==> src/rtl/seq_detect_prog.sv <==
// seq_detect_prog: programmable serial pattern detector with per-bit
// don't-care mask, overlap select and a saturating match counter.
module seq_detect_prog #(
   parameter int                 PAT_LEN     = 4,
   parameter int                 CNT_W       = 8,
   parameter logic [PAT_LEN-1:0] DEFAULT_PAT = 4'b1011,
   parameter logic               DEFAULT_OVL = 1'b1
) (
   input  logic               clk,
   input  logic               rst,
   input  logic               cfg_we,
   input  logic [PAT_LEN-1:0] cfg_pattern,
   input  logic [PAT_LEN-1:0] cfg_mask,
   input  logic               cfg_overlap,
   input  logic               bit_valid,
   input  logic               bit_in,
   input  logic               cnt_clr,
   output logic               match,
   output logic [CNT_W-1:0]   match_count,
   output logic               cnt_sat,
   output logic               armed
);

   localparam int               FW      = $clog2(PAT_LEN + 1);
   localparam logic [FW-1:0]    LAST    = FW'(PAT_LEN - 1);
   localparam logic [CNT_W-1:0] CNT_MAX = '1;

   typedef enum logic {
      FILL = 1'b0,
      HUNT = 1'b1
   } state_t;

   state_t             state;
   state_t             state_d;
   logic [PAT_LEN-1:0] pattern;
   logic [PAT_LEN-1:0] mask;
   logic               overlap;
   logic [PAT_LEN-1:0] hist;
   logic [PAT_LEN-1:0] hist_d;
   logic [PAT_LEN-1:0] next_hist;
   logic [FW-1:0]      fill;
   logic [FW-1:0]      fill_d;
   logic               take;
   logic               hit;
   logic               done;
   logic               match_ev;
   logic [CNT_W-1:0]   cnt_d;
   logic               sat_d;

   // Configuration registers: defaults at reset, reload on cfg_we.
   always_ff @(posedge clk) begin
      if (rst) begin
         pattern <= DEFAULT_PAT;
         mask    <= '1;
         overlap <= DEFAULT_OVL;
      end else if (cfg_we) begin
         pattern <= cfg_pattern;
         mask    <= cfg_mask;
         overlap <= cfg_overlap;
      end
   end

   // Candidate window and masked compare for the bit being sampled.
   always_comb begin
      next_hist = {hist[PAT_LEN-2:0], bit_in};
      hit       = (((next_hist ^ pattern) & mask) == '0);
      take      = bit_valid & ~cfg_we;
   end

   // State register with fill counter and history.
   always_ff @(posedge clk) begin
      if (rst) begin
         state <= FILL;
         fill  <= '0;
         hist  <= '0;
      end else begin
         state <= state_d;
         fill  <= fill_d;
         hist  <= hist_d;
      end
   end

   // Next-state: fill then hunt; a non-overlap hit restarts the fill.
   always_comb begin
      state_d = state;
      fill_d  = fill;
      hist_d  = hist;
      if (cfg_we) begin
         state_d = FILL;
         fill_d  = '0;
         hist_d  = '0;
      end else if (bit_valid) begin
         hist_d = next_hist;
         unique case (state)
            FILL: begin
               fill_d = fill + FW'(1);
               if (fill == LAST) begin
                  state_d = HUNT;
               end
            end
            HUNT: begin
               fill_d = fill;
            end
            default: begin
               state_d = FILL;
            end
         endcase
         if (match_ev && !overlap) begin
            state_d = FILL;
            fill_d  = '0;
            hist_d  = '0;
         end
      end
   end

   // Outputs: armed follows state; a match needs a full window.
   always_comb begin
      armed    = (state == HUNT);
      done     = armed | (fill == LAST);
      match_ev = take & done & hit;
   end

   // Counter next value: clear wins, otherwise saturating increment.
   always_comb begin
      cnt_d = match_count;
      sat_d = cnt_sat;
      if (cnt_clr) begin
         cnt_d = '0;
         sat_d = 1'b0;
      end else if (match_ev) begin
         if (match_count != CNT_MAX) begin
            cnt_d = match_count + CNT_W'(1);
         end
         if (cnt_d == CNT_MAX) begin
            sat_d = 1'b1;
         end
      end
   end

   // Registered match pulse and counter, updated with the sampling edge.
   always_ff @(posedge clk) begin
      if (rst) begin
         match       <= 1'b0;
         match_count <= '0;
         cnt_sat     <= 1'b0;
      end else begin
         match       <= match_ev;
         match_count <= cnt_d;
         cnt_sat     <= sat_d;
      end
   end

endmodule

==> config.mk <==
export PLATFORM = sky130hd
export DESIGN_NAME = seq_detect_prog
export DESIGN_NICKNAME = d
export VERILOG_FILES = /design/src/rtl/seq_detect_prog.sv
export SDC_FILE = /design/constraint.sdc
export NUM_CORES = 1
export LEC_CHECK = 0
export CAP_MARGIN = 15
export CORE_AREA = 2 2 54 56
export DETAILED_ROUTE_END_ITERATION = 10
export DIE_AREA = 0 0 56 58
export GPL_TIMING_DRIVEN = 0
export PLACE_DENSITY_LB_ADDON = 0.2
export SETUP_SLACK_MARGIN = 0.05
export SLEW_MARGIN = 25
export SYNTH_ARGS = -nofsm -noshare
export SYNTH_HDL_FRONTEND = slang
export SYNTH_SLANG_ARGS = --single-unit
==> constraint.sdc <==
create_clock -name clk -period 2.74 [get_ports clk]
set_clock_uncertainty 0.05 [all_clocks]
set_input_delay 0.685 -clock clk [delete_from_list [all_inputs] [get_ports clk]]
set_output_delay 0.685 -clock clk [all_outputs]
set_load 0.05 [all_outputs]
==> qor.yml <==
syn_nets: 165
timing.reg2reg.setup_slack_ns: 0.53
dp_slack_ns: -0.04501
drive_above_1_share_pct: 5.780
gp_congestion: 0.7958
final_core_util_pct: 58.74
htreeDepth: 1
die_x_um: 56
rsz0062_at_grt: "false"
vias: 1160
dieArea_mm2: 0.003248
grt_usage_pct: 17.30
synth_most_common_cell: "dfxtp_1"
power_leakage_uw: 0.0005531
synthTopCellsByArea: "dfxtp_1 (41%), nor2b_1 (6.4%), a211o_1 (5.5%), nor2_1 (4.4%), xor2_1 (4.1%)"
cts_setup_buffers: 0
dpl.cell_count: 201
grt_max_degree: 14
clock.fmax_mhz: 410.8
cts_made_buffers: 3
cts_resized: 0
cts.root.buffer_cell: "clkbuf_4"
hold_ws_ns: 0.4212
avgViaCountPerCell: 5.686
io_pins: 26
worstSetupEndpointType: "register"
core_mm2: 0.002663
design_area_mm2: 0.001564
yosys.cell_types.count: 39
hold_viol: 0
antenna_cells: 0
clk_pin_slew_worst_paths_ns: 0.13
ir_drop_mv: 0.3775
setup_viol: 0
wire_per_inst_um: 12.99
outcome: "finished, final reports clean"
max_cap_violations: 0
syn-cell-area_mm2: 0.001272
final_cells: 204
synth_top_area_share_pct: 40.90
postRouteAntennaNets: 0
period_needed_ns: 2.434
dr.pass1.iters: 4
nNetsFinal: 193
antenna_found_initial: 0
cp-start-kind: "input port"
synth_edf_count: 0
cts_sinks: 26
relSlewSlack_pct: 53.27
fin_ws_ns: 0.3056
cp_max_fo: 5
synth_area_per_cell_um2: 8.656
crit_type: "in2reg"
grt_pass1_vias: 1072
finalMaxSlewViolations: 0
cp.arrival_ns: 2.65
critPathRequiredTime_ns: 2.96
place_area_mm2: 0.001541
synth_flop_cell: "dfxtp_1"
grt_first_pass_wirelength_mm: 4.505
holdBufCountCts: 0
postRouteWirelength_mm: 2.649
postSynthCellCount: 147
cts_tree: "done"
async_flop_share_pct: 0
drcViolationCount: 0
clock_latency_ns: 0.31
overflow: 0
dp_hpwl_mm: 2.001
drtIter0Drc: 33
synth_common_cells: "dfxtp_1 (26), nor2_1 (15), nor2b_1 (13)"
fill_cells: 260
tightest_slew_ns: 0.7009
syn_to_final_growth_pct: 22.91
cts_buffer_depth: 2
port_buffers: 23
yosysSeqAreaShare_pct: 40.90
yosys.area.top_type: "dfxtp_1"
start_util_pct: 47.79
power-per-cell-area_mw_per_mm2: 394.1
yosysWarnings: 0
min_path_type: "reg2reg"
rows: 19
ys_ff_latch: 26
die_y_um: 58
fin_crit_sh_pct: 88.85
[final timing paths]
kind                start             end  depth (start not counted)
hold reg to reg   cnt_sat         cnt_sat                          2
setup reg to reg  fill[0]  match_count[3]                          7
setup / recovery   bit_in  match_count[3]                          6
hold / removal    cnt_sat         cnt_sat                          2
[final cells by class]
cell class / instances / area, um2 / share of cell area [%]
timing repair buffer: 23 / 230.2 / 14.72
inverter: 5 / 18.77 / 1.200
multi-input combinational: 108 / 700.7 / 44.80
tap: 31 / 38.79 / 2.480
sequential: 26 / 520.5 / 33.28
buffer: 8 / 32.53 / 2.080
clock buffer: 3 / 22.52 / 1.440
[registers in the layout (all words and copies together) (netlist names)]
signal / count
fill: 3
overlap: 1
match_count: 8
cnt_sat: 1
armed: 1
match: 1
mask: 4
hist: 3
pattern: 4
[critical path, stage by stage]
cell and delay, ns:
clkdlybuf4s50_1 0.45, xor2_1 0.16, a222oi_1 0.61, nand3_2 0.23, or4_1 0.45, nand2_1 0.08
[through the flow]
stage                     setup TNS [ns]  total power [uW]
after floorplan                        0             440.6
after global placement          -0.09628             466.3
after detailed placement         -0.1187             468.2
after CTS                              0             626.0
after global routing                   0             645.5
final                                  0             616.4
[where the power goes]
part	total, uW	switching, uW	internal (uW)
clock	157	105	51.5
sequential	396	6.69	389
combinational	63.6	27.9	35.6
total	616	140	476
[cell families after synthesis]
kind of cell    after synthesis  share of synthesized area (%)
mux                           3                          2.458
fa+ha+maj                     3                          2.950
compound gates               31                          18.58
flops                        26                          40.90
buf+inv                      13                          4.032
xor+xnor                      7                          4.818
simple gates                 64                          26.25
[placed cells by master, fill, tap and decap left out, drive strengths merged]
master,instances
clkdlybuf4s50,23
nor2b,13
a222oi,1
and4,1
o41ai,1
dfxtp,26
or2,2
clkbuf,8
o211ai,2
o21a,1
nor4,1
nor4b,1
xor2,6
a2111oi,2
nor3,3
nor2,15
nand3b,2
o31ai,1
a211o,8
o2111ai,1
xnor2,1
nand2b,2
and2,1
a21oi,5
nand3,7
and3,1
or4,1
nand4,2
ha,3
o21ai,1
buf,3
a311oi,2
inv,5
nand2,12
a31oi,6
mux2i,2
mux2,1
[metal layers]
metal	vias up	wire [um]	track usage (%)
li1	587	-	-
met1	540	1198	19.83
met2	27	1297	31.43
met3	6	103	2.009
met4	0	50	9.524
met5	-	0	0
No activity file was read; power rests on OpenSTA's default activity.
==> patch: new RTL, config.mk and constraints unchanged <==
`DEFAULT_OVL`: 1'b1 -> 1'b0.
--- a/src/rtl/seq_detect_prog.sv
+++ b/src/rtl/seq_detect_prog.sv
@@ -5,5 +5,5 @@
    parameter int                 CNT_W       = 8,
    parameter logic [PAT_LEN-1:0] DEFAULT_PAT = 4'b1011,
-   parameter logic               DEFAULT_OVL = 1'b1
+   parameter logic               DEFAULT_OVL = 1'b0
 ) (
    input  logic               clk,
Check against the original RTL: not equivalent (a bounded check fails within 10 cycles, from zero or initial values and one cycle with rst high).
==> patch against the unedited design <==
- sequential cell count unchanged
- register-to-register slack worse by 0.03 ns
- critical path depth unchanged
- total power grew 0.58%
- largest cell class unchanged
- non-clock buffer count did not move
- combinational power grew 1%
- sequential share of layout area fell by 0.11 points
- worst setup slack got worse by 0.041 ns
- area after synthesis fell by 0.39%
- routed wire length increased by 1.6%
- final area rose by 0.32%
- cell count unchanged
==> patch: results (changes against the unedited design) <==
- Max clock buf depth: 2 (unchanged)
- Maximum vdd drop: 0.348 mV (-7.7%)
- Vias in the first global route: 1035 (-3.5%)
- Met2 routed WL: 1.30 mm (-0.15%)
- Outcome: completed
- Fillers: 246 (-5.4%)
- Wl on met1: 1.24 mm (+3.3%)
- Mapped Nets: 164 (-0.61%)
- Ant diodes: 0 (unchanged)
- IO Port Bufs: 24 (+4.3%)
- Slowest stage delay, CP: 0.63 ns (+0.02 ns)
- Post-synth top cells: 26 x dfxtp_1, 16 x nor2_1, 12 x nand2_1, 12 x nor2b_1, 7 x a211o_1
- WL met3: 129 um (+25%)
- First-pass GRT wire length: 4.50 mm (-0.16%)
- Slowest-stage cell, CP: a222oi_1
- Worst slew pin tran: 0.735 ns (+0.0344 ns)
- Leakage: 0.560 nW (+1.2%)
- DR iter-0 viols: 42 (+27%)
- Mean number of vias per cell: 5.59 (-1.6%)
- DP Wirelength: 2.02 mm (+0.87%)
- Gr usage total: 0.174 (+0.00142)
- CP Data Arrival Time: 2.70 ns (+0.05 ns)
- DRT Wirelength: 2.69 mm (+1.6%)
- Synth top area cells: dfxtp_1 41%, nor2b_1 5.9%, a211o_1 4.8%, nor2_1 4.7%, xor2_1 4.1%
- Post-synthesis sequential area ratio: 0.411 (+0.00162)
- Area after DPL: 1550 um2 (+0.32%)
==> patch: worst reg2reg max path, stage by stage (launching register included) <==
cell       delay (ns)
dfxtp_1          0.40
ha_1             0.17
ha_1             0.16
nor2_1           0.06
a2111oi_2        0.59
nand3_2          0.23
or4_1            0.46
nand2_1          0.08
==> patch: layer usage <==
layer  global-route usage  up-vias
met3               0.0223        4
met4               0.0748        0
li1                     -      580
met5                    0        -
met2                0.326       33
met1                0.200      524
==> patch: worst paths after layout <==
check,from,endpoint,slack (ns),cells after the start
setup reg to reg,fill[0],match_count[3],0.50,7
hold / removal,cnt_sat,cnt_sat,0.42,2
setup / recovery,bit_in,match_count[3],0.26,6
hold reg to reg,cnt_sat,cnt_sat,0.42,2
==> patch: where the power goes <==
group          internal (W)   total, W  switching (W)
sequential         0.000389   0.000396     0.00000645
combinational     0.0000362  0.0000645      0.0000283
clock             0.0000515   0.000160       0.000108
==> patch: stage by stage <==
step | total power (W) | utilization | worst slack, ns | setup TNS, ns | cells
after global routing | 0.000650 | 0.589 | 0.0989 | 0 | 204
after detailed placement | 0.000469 | 0.581 | -0.0720 | -0.311 | 201
after global placement | 0.000467 | 0.581 | -0.0406 | -0.128 | 201
final | 0.000620 | 0.589 | 0.264 | 0 | 204
after floorplan | 0.000438 | - | 0.606 | 0 | 146
after CTS | 0.000625 | 0.589 | 0.271 | 0 | 204
==> patch: kinds of logic (layout without fill, tap and decap cells) <==
family | count (synthesis) | in the layout | synth area share
multiplexers | 4 | 4 | 0.0326
XOR/XNOR | 7 | 7 | 0.0484
AO/OA/AOI/OAI | 30 | 30 | 0.180
flip-flops | 26 | 26 | 0.411
adder cells (fa/ha/maj) | 3 | 3 | 0.0296
buffers and inverters | 12 | 39 | 0.0375
AND/OR/NAND/NOR | 64 | 64 | 0.262
==> patch: area by class of cell <==
| class | instances | share of cell area |
|---|---|---|
| multi-input cells | 108 | 0.446 |
| inverters | 5 | 0.0120 |
| well taps | 31 | 0.0247 |
| repair buffers | 24 | 0.153 |
| plain buffers | 7 | 0.0183 |
| flip-flops and latches | 26 | 0.332 |
| clock buffers | 3 | 0.0144 |
